==> src/rtl/lsu_pkg.sv <==
// lsu_pkg: shared constants, state enum and decode helpers
// for the load/store sequencer (lsu_mem_ctrl).
package lsu_pkg;

  localparam logic [2:0] F3_B  = 3'b000;
  localparam logic [2:0] F3_H  = 3'b001;
  localparam logic [2:0] F3_W  = 3'b010;
  localparam logic [2:0] F3_BU = 3'b100;
  localparam logic [2:0] F3_HU = 3'b101;

  localparam logic [3:0] STRB_B = 4'b0001;
  localparam logic [3:0] STRB_H = 4'b0011;
  localparam logic [3:0] STRB_W = 4'b1111;

  typedef enum logic [1:0] {
    S_IDLE,
    S_ACC0,
    S_ACC1,
    S_RESP
  } lsu_state_e;

  function automatic logic f3_legal(
    input logic       we,
    input logic [2:0] f3
  );
    if (we)
      return (f3 == F3_B) || (f3 == F3_H) ||
             (f3 == F3_W);
    return (f3 == F3_B)  || (f3 == F3_H)  ||
           (f3 == F3_W)  || (f3 == F3_BU) ||
           (f3 == F3_HU);
  endfunction

  // Halfword crossing a word, or word not word-aligned.
  function automatic logic f3_misal(
    input logic [2:0] f3,
    input logic [1:0] off
  );
    return ((f3[1:0] == 2'b01) && (off == 2'b11)) ||
           ((f3[1:0] == 2'b10) && (off != 2'b00));
  endfunction

endpackage

==> src/rtl/lsu_align.sv <==
// lsu_align: store shift/strobe generation and load
// extract/extend over a 64-bit read window.
module lsu_align
  import lsu_pkg::*;
(
  input  logic [2:0]  i_f3,
  input  logic [1:0]  i_off,
  input  logic [31:0] i_wdata,
  input  logic [63:0] i_rwin,
  output logic [63:0] o_wdata,
  output logic [7:0]  o_strb,
  output logic [31:0] o_rdata
);

  logic [4:0]  w_bsh;
  logic [3:0]  w_base;
  logic [31:0] w_rsh;

  assign w_bsh   = {i_off, 3'b000};
  assign o_wdata = {32'd0, i_wdata} << w_bsh;
  assign o_strb  = {4'd0, w_base} << i_off;
  assign w_rsh   = 32'(i_rwin >> w_bsh);

  // strobe base pattern from access size
  always_comb begin
    w_base = STRB_W;
    unique case (1'b1)
      (i_f3[1:0] == 2'b00): w_base = STRB_B;
      (i_f3[1:0] == 2'b01): w_base = STRB_H;
      default:              w_base = STRB_W;
    endcase
  end

  // load extract and sign/zero extend
  always_comb begin
    o_rdata = w_rsh;
    case (i_f3)
      F3_B:  o_rdata = {{24{w_rsh[7]}}, w_rsh[7:0]};
      F3_H:  o_rdata = {{16{w_rsh[15]}}, w_rsh[15:0]};
      F3_BU: o_rdata = {24'd0, w_rsh[7:0]};
      F3_HU: o_rdata = {16'd0, w_rsh[15:0]};
      default: o_rdata = w_rsh;
    endcase
  end

endmodule

==> src/rtl/lsu_mem_ctrl.sv <==
// lsu_mem_ctrl: MEM-stage load/store sequencer to data memory.
// Option MISALIGN_SPLIT_EN: split misaligned accesses in two.
module lsu_mem_ctrl
  import lsu_pkg::*;
#(
  parameter int TIMEOUT_CYC = 255,
  parameter int ADDR_W      = 32
) (
  input  logic              clk,
  input  logic              rst,
  input  logic              lsu_valid,
  output logic              lsu_ready,
  input  logic              lsu_we,
  input  logic [2:0]        lsu_func3,
  input  logic [ADDR_W-1:0] lsu_addr,
  input  logic [31:0]       lsu_wdata,
  output logic              lsu_done,
  output logic [31:0]       lsu_rdata,
  output logic              lsu_err,
  output logic              mem_req,
  output logic              mem_we,
  output logic [ADDR_W-1:0] mem_addr,
  output logic [31:0]       mem_wdata,
  output logic [3:0]        mem_wstrb,
  input  logic              mem_ack,
  input  logic [31:0]       mem_rdata
);

  localparam logic [15:0] TO_CNT = 16'(TIMEOUT_CYC);

  lsu_state_e        r_state, w_state_n;
  logic [2:0]        r_f3;
  logic [1:0]        r_off;
  logic              r_split;
  logic [31:0]       r_whi, r_lo;
  logic [3:0]        r_shi;
  logic [15:0]       r_cnt, w_cnt_n, w_cnt_inc;
  logic              r_req, w_req_n;
  logic              r_we, w_we_n;
  logic [ADDR_W-1:0] r_addr, w_addr_n;
  logic [31:0]       r_wdata, w_wdata_n;
  logic [3:0]        r_strb, w_strb_n;
  logic              r_done, w_done_n;
  logic [31:0]       r_rdata, w_rdata_n;
  logic              r_err, w_err_n;

  logic              w_idle, w_acc, w_to;
  logic              w_ill, w_mis;
  logic              w_split, w_bad;
  logic [2:0]        w_f3;
  logic [1:0]        w_off;
  logic [63:0]       w_rwin, w_al_wdata;
  logic [7:0]        w_al_strb;
  logic [31:0]       w_al_rdata;

  assign w_idle    = (r_state == S_IDLE);
  assign w_acc     = lsu_valid & w_idle;
  assign w_ill     = !f3_legal(lsu_we, lsu_func3);
  assign w_mis     = f3_misal(lsu_func3, lsu_addr[1:0]);
  assign w_f3      = w_idle ? lsu_func3 : r_f3;
  assign w_off     = w_idle ? lsu_addr[1:0] : r_off;
  assign w_cnt_inc = r_cnt + 16'd1;
  assign w_to      = (w_cnt_inc == TO_CNT);
  assign w_rwin    = (r_state == S_ACC1) ?
                     {mem_rdata, r_lo} :
                     {32'd0, mem_rdata};

`ifdef MISALIGN_SPLIT_EN
  assign w_split = w_mis;
  assign w_bad   = w_ill;
`else
  assign w_split = 1'b0;
  assign w_bad   = w_ill | w_mis;
`endif

  lsu_align u_align (
    .i_f3    (w_f3),
    .i_off   (w_off),
    .i_wdata (lsu_wdata),
    .i_rwin  (w_rwin),
    .o_wdata (w_al_wdata),
    .o_strb  (w_al_strb),
    .o_rdata (w_al_rdata)
  );

  assign lsu_ready = w_idle;
  assign lsu_done  = r_done;
  assign lsu_rdata = r_rdata;
  assign lsu_err   = r_err;
  assign mem_req   = r_req;
  assign mem_we    = r_we;
  assign mem_addr  = r_addr;
  assign mem_wdata = r_wdata;
  assign mem_wstrb = r_strb;

  // state, registered outputs and timeout counter
  always_ff @(posedge clk) begin
    if (rst) begin
      r_state <= S_IDLE;
      r_req   <= 1'b0;
      r_we    <= 1'b0;
      r_addr  <= '0;
      r_wdata <= '0;
      r_strb  <= '0;
      r_done  <= 1'b0;
      r_rdata <= '0;
      r_err   <= 1'b0;
      r_cnt   <= '0;
    end else begin
      r_state <= w_state_n;
      r_req   <= w_req_n;
      r_we    <= w_we_n;
      r_addr  <= w_addr_n;
      r_wdata <= w_wdata_n;
      r_strb  <= w_strb_n;
      r_done  <= w_done_n;
      r_rdata <= w_rdata_n;
      r_err   <= w_err_n;
      r_cnt   <= w_cnt_n;
    end
  end

  // capture request context and first read word
  always_ff @(posedge clk) begin
    if (rst) begin
      r_f3    <= '0;
      r_off   <= '0;
      r_split <= 1'b0;
      r_whi   <= '0;
      r_shi   <= '0;
      r_lo    <= '0;
    end else begin
      if (w_acc) begin
        r_f3    <= lsu_func3;
        r_off   <= lsu_addr[1:0];
        r_split <= w_split;
        r_whi   <= w_al_wdata[63:32];
        r_shi   <= w_al_strb[7:4];
      end
      if ((r_state == S_ACC0) && mem_ack)
        r_lo <= mem_rdata;
    end
  end

  // next state and next registered outputs
  always_comb begin
    w_state_n = r_state;
    w_req_n   = r_req;
    w_we_n    = r_we;
    w_addr_n  = r_addr;
    w_wdata_n = r_wdata;
    w_strb_n  = r_strb;
    w_done_n  = 1'b0;
    w_rdata_n = '0;
    w_err_n   = 1'b0;
    w_cnt_n   = r_cnt;
    unique case (r_state)
      S_IDLE: begin
        if (lsu_valid) begin
          if (w_bad) begin
            w_state_n = S_RESP;
            w_done_n  = 1'b1;
            w_err_n   = 1'b1;
          end else begin
            w_state_n = S_ACC0;
            w_req_n   = 1'b1;
            w_we_n    = lsu_we;
            w_addr_n  = {lsu_addr[ADDR_W-1:2], 2'b00};
            w_wdata_n = lsu_we ? w_al_wdata[31:0] : '0;
            w_strb_n  = lsu_we ? w_al_strb[3:0] : '0;
            w_cnt_n   = '0;
          end
        end
      end
      S_ACC0, S_ACC1: begin
        if (mem_ack) begin
          if ((r_state == S_ACC0) && r_split) begin
            w_state_n = S_ACC1;
            w_addr_n  = r_addr + ADDR_W'(4);
            w_wdata_n = r_we ? r_whi : '0;
            w_strb_n  = r_we ? r_shi : '0;
            w_cnt_n   = '0;
          end else begin
            w_state_n = S_RESP;
            w_req_n   = 1'b0;
            w_done_n  = 1'b1;
            w_rdata_n = r_we ? '0 : w_al_rdata;
          end
        end else if (w_to) begin
          w_state_n = S_RESP;
          w_req_n   = 1'b0;
          w_done_n  = 1'b1;
          w_err_n   = 1'b1;
        end else begin
          w_cnt_n = w_cnt_inc;
        end
      end
      S_RESP:  w_state_n = S_IDLE;
      default: w_state_n = S_IDLE;
    endcase
  end

endmodule

==> config.mk <==
export PLATFORM = sky130hd
export DESIGN_NAME = lsu_mem_ctrl
export DESIGN_NICKNAME = d
export VERILOG_FILES = /design/src/rtl/lsu_pkg.sv /design/src/rtl/lsu_align.sv /design/src/rtl/lsu_mem_ctrl.sv
export SDC_FILE = /design/constraint.sdc
export NUM_CORES = 1
export LEC_CHECK = 0
export ABC_AREA = 1
export ABC_CLOCK_PERIOD_IN_PS = 2900
export BUFFER_PORTS_ARGS = -buffer_cell sky130_fd_sc_hd__buf_4
export CELL_PAD_IN_SITES_DETAIL_PLACEMENT = 1
export CELL_PAD_IN_SITES_GLOBAL_PLACEMENT = 2
export CORE_UTILIZATION = 28
export DETAILED_ROUTE_END_ITERATION = 7
export HOLD_SLACK_MARGIN = 0.02
export PLACE_DENSITY = 0.89
export SYNTH_ARGS = -nofsm -noshare
export SYNTH_HDL_FRONTEND = slang
export SYNTH_SLANG_ARGS = --single-unit
==> constraint.sdc <==
create_clock -name clk -period 2.9 [get_ports clk]
set_clock_uncertainty 0.2 [all_clocks]
set_input_delay 0.58 -clock clk [delete_from_list [all_inputs] [get_ports clk]]
set_output_delay 0.58 -clock clk [all_outputs]
set_load 0.1 [all_outputs]
==> flow_summary.yaml <==
pwr:
  share_seq_of_total_power: 0.217
  clockPowerShare: 0.159
  switching_share: 0.572
  p_int_w: 0.00618
  p_leak_nw: 4.80
  power-per-cell-area_mw_per_mm2: 1370
  switching_power_w: 0.00826
  max-vdd-ir-drop_v: 0.000742
  power.combinational.fraction: 0.624
sta:
  worst_slew_pin_slew_ns: 0.585
  finalCritPeriodShare: 0.919
  timing.fmax_mhz: 375
  post_route_minimum_period_ns: 2.66
  timing.final.max_slew_violations: 0
  hold_viol: 0
  setup_slack_ns: 0.235
  max_slew_margin: 0.610
  rsz_0062_raised_after_global_routing: "no"
  setup_viol: 0
  final.setup.tns_ns: 0
final_layout:
  antenna_cells: 0
  final_nets: 1480
  seq_area_mm2: 0.00314
  nFillCells: 3525
  flow.area_growth_from_synthesis_pct: 31.9
  post_route_cells_drive_above_1_share: 0.219
  utilization: 0.377
  multi_input_area_mm2: 0.00415
synthesis:
  synth_most_common_cell: "sky130_fd_sc_hd__nand2_1"
  synth_common_cells: "246 x sky130_fd_sc_hd__nand2_1, 196 x sky130_fd_sc_hd__nor2_1, 157 x sky130_fd_sc_hd__dfxtp_1"
  netlist_instances: 1193
  synth_warnings: 0
  synth_top_cell_area_share: 0.394
  avgSynthCellArea_um2: 6.68
  ys_seq_area_frac: 0.394
  postSynth.asyncResetShare: 0
  synth-main-ff-cell: "sky130_fd_sc_hd__dfxtp_1"
  synth_enable_flop_cells: 0
  synth_top_area_cell: "sky130_fd_sc_hd__dfxtp_1"
  synth.lib_cells_used.distinct: 45
  ys_top_cells_by_area: "sky130_fd_sc_hd__dfxtp_1 39%, sky130_fd_sc_hd__nand2_1 12%, sky130_fd_sc_hd__nor2_1 9.2%"
  mappedNetlistArea_mm2: 0.00797
  synth_seq_cells: 157
global_routing:
  grt_antenna_before_repair: 1
  grt_overflow: 0
  grt_first_pass_wirelength_um: 44500
  globalRouteTotalUtil: 0.196
  grt_max_degree: 70
  first_global_vias: 8270
detailed_routing:
  drt-pass1-iter-count: 4
  drt_iter0_markers: 382
  detail-route-antenna-nets: 0
  drc_errors: 0
  wire_length_per_cell_um: 16.1
  detail_route.wirelength_um: 28400
  vias: 8410
  vias_per_cell: 4.78
floorplan:
  die_area_mm2: 0.0291
  die_width_um: 171
  fp.coreArea_mm2: 0.0279
  die_h_um: 171
  floorplan.io_pins: 209
  initial_utilization: 0.286
  num_rows: 61
setup_path:
  crit-reg2reg-capture: "lsu_rdata[16]"
  regToRegStartpoint: "r_state[1]"
  rrSetupSlack_ns: 0.24
  crit_arrival_ns: 2.84
  crit_path_start_kind: "flip-flop"
  reg2regPathDepth: 12
  maximum_fanout_along_the_worst_path: 14
  cp_data_required_time_ns: 3.07
  timing_worst_setup_path_type: "reg2reg"
  setup.worst_path.end_class: "flip-flop"
placed_design:
  dpl_worst_slack_ns: 0.123
  port_buffer_count: 206
  dpl.hpwl_um: 20900
  globalplace.congestion: 0.825
worst_hold_path:
  holdPathEnd: "mem_addr[28]"
  hold-path-cell-count: 3
  worst_hold_startpoint: "lsu_addr[28]"
  hold_class: "in2reg"
cts:
  htree_num_levels: 4
  tritoncts: "built"
  clock_latency_ns: 0.44
  hold_buffers_post_cts: 0
  cts.root.buffer_cell: "sky130_fd_sc_hd__clkbuf_16"
  tritoncts_num_sinks: 157
  tritoncts.num_buffers: 17
  worst_setup_hold_path_clk_slew_ns: 0.08
  cts-root-to-sink-buffers: 2
outcome:
  status: "finished clean"
job:
  maxCapViolations: 0
## cells by family after synthesis
family | after synthesis | synth area share
AND/OR/NAND/NOR | 564 | 0.295
AO/OA/AOI/OAI | 278 | 0.189
buffers and inverters | 171 | 0.0904
flip-flops | 157 | 0.394
multiplexers | 13 | 0.0163
adder cells (fa/ha/maj) | 8 | 0.0126
other | 1 | 0.000470
XOR/XNOR | 1 | 0.00110
## state kept, by name, indices dropped and copies added, names as in the netlist
signal,cells
r_cnt,16
r_off,2
lsu_done,1
lsu_rdata,32
r_f3,3
mem_wdata,32
mem_we,1
mem_req,1
mem_addr,30
mem_wstrb,4
r_lo,32
lsu_err,1
r_state,2
## power by group through the flow
stage | Clock, W | Combinational (W) | Sequential (W)
3_3_place_gp | 0 | 0.00893 | 0.00316
5_1_grt | 0.00242 | 0.00974 | 0.00321
6_report | 0.00230 | 0.00901 | 0.00313
3_5_place_dp | 0 | 0.00903 | 0.00318
4_1_cts | 0.00235 | 0.00907 | 0.00314
2_1_floorplan | 0 | 0.00393 | 0.00611
## worst max-delay path, cell delays in order (launching register included)
cell and delay [ns]:
sky130_fd_sc_hd__dfxtp_1 0.38, sky130_fd_sc_hd__inv_1 0.12, sky130_fd_sc_hd__ha_4 0.24, sky130_fd_sc_hd__o21ai_4 0.26
sky130_fd_sc_hd__inv_4 0.16, sky130_fd_sc_hd__nor2_8 0.12, sky130_fd_sc_hd__inv_4 0.06, sky130_fd_sc_hd__or3_1 0.56
sky130_fd_sc_hd__nand2_8 0.16, sky130_fd_sc_hd__inv_2 0.13, sky130_fd_sc_hd__nand2_1 0.09, sky130_fd_sc_hd__nand2_1 0.05
sky130_fd_sc_hd__inv_1 0.07
## cells in the final DEF, fill, tap and decap left out, types with 3 or more instances in the layout
cell,count
sky130_fd_sc_hd__o21ai_1,7
sky130_fd_sc_hd__inv_2,3
sky130_fd_sc_hd__a211oi_1,4
sky130_fd_sc_hd__nand2_1,245
sky130_fd_sc_hd__or2_2,4
sky130_fd_sc_hd__buf_4,231
sky130_fd_sc_hd__nand4_1,9
sky130_fd_sc_hd__o21ai_0,144
sky130_fd_sc_hd__clkinv_1,3
sky130_fd_sc_hd__ha_1,6
sky130_fd_sc_hd__a21oi_1,80
sky130_fd_sc_hd__mux2i_1,13
sky130_fd_sc_hd__clkinv_8,3
sky130_fd_sc_hd__dfxtp_1,157
sky130_fd_sc_hd__clkbuf_16,17
sky130_fd_sc_hd__o22ai_1,8
sky130_fd_sc_hd__o211ai_1,8
sky130_fd_sc_hd__a22oi_1,17
sky130_fd_sc_hd__nor2_1,196
sky130_fd_sc_hd__inv_8,6
sky130_fd_sc_hd__nor3_1,3
sky130_fd_sc_hd__buf_12,4
sky130_fd_sc_hd__nand2_2,13
sky130_fd_sc_hd__clkinv_4,3
sky130_fd_sc_hd__nand3_1,84
sky130_fd_sc_hd__inv_1,83
## worst max-delay path by stage
stage                     startpoint             to  cells after the start
after floorplan           r_state[0]  lsu_rdata[25]                     16
after global placement    r_state[1]  lsu_rdata[16]                     14
after detailed placement  r_state[1]  lsu_rdata[16]                     14
after CTS                 r_state[1]  lsu_rdata[16]                     14
after global routing      r_state[1]  lsu_rdata[16]                     14
final                     r_state[1]  lsu_rdata[16]                     12
## layer usage
metal,part of all wire,routed length [µm],up-vias,track usage
met5,0.00046,13,-,0
met4,0.016,445,2,0.0525
met3,0.037,1050,29,0.0333
met2,0.48,13800,141,0.336
met1,0.46,13100,3998,0.253
li1,-,-,4240,-
## what timing repair did
action / CTS / global route
resized for setup: 0 / 3
endpoints found under the setup margin: 0 / 17
setup buffers: 0 / 0
## stage by stage
stage	power (W)	cells	instance area [µm²]	hold slack (ns)
floorplan	0.0100	1194	7980	0.229
global placement	0.0121	1727	9910	0.237
detailed placement	0.0122	1727	9910	0.245
CTS	0.0146	1759	10500	0.184
global route	0.0154	1759	10500	0.205
finish	0.0144	1759	10500	0.204
## layout make-up
| cell class | instances | area share |
|---|---|---|
| multi-input cells | 866 | 0.394 |
| flip-flops and latches | 157 | 0.299 |
| inverters | 91 | 0.0330 |
| repair buffers | 235 | 0.173 |
| clock inverters | 15 | 0.0159 |
| well taps | 378 | 0.0450 |
| clock buffers | 17 | 0.0405 |
Note: power is estimated with default switching activity, not from simulation.
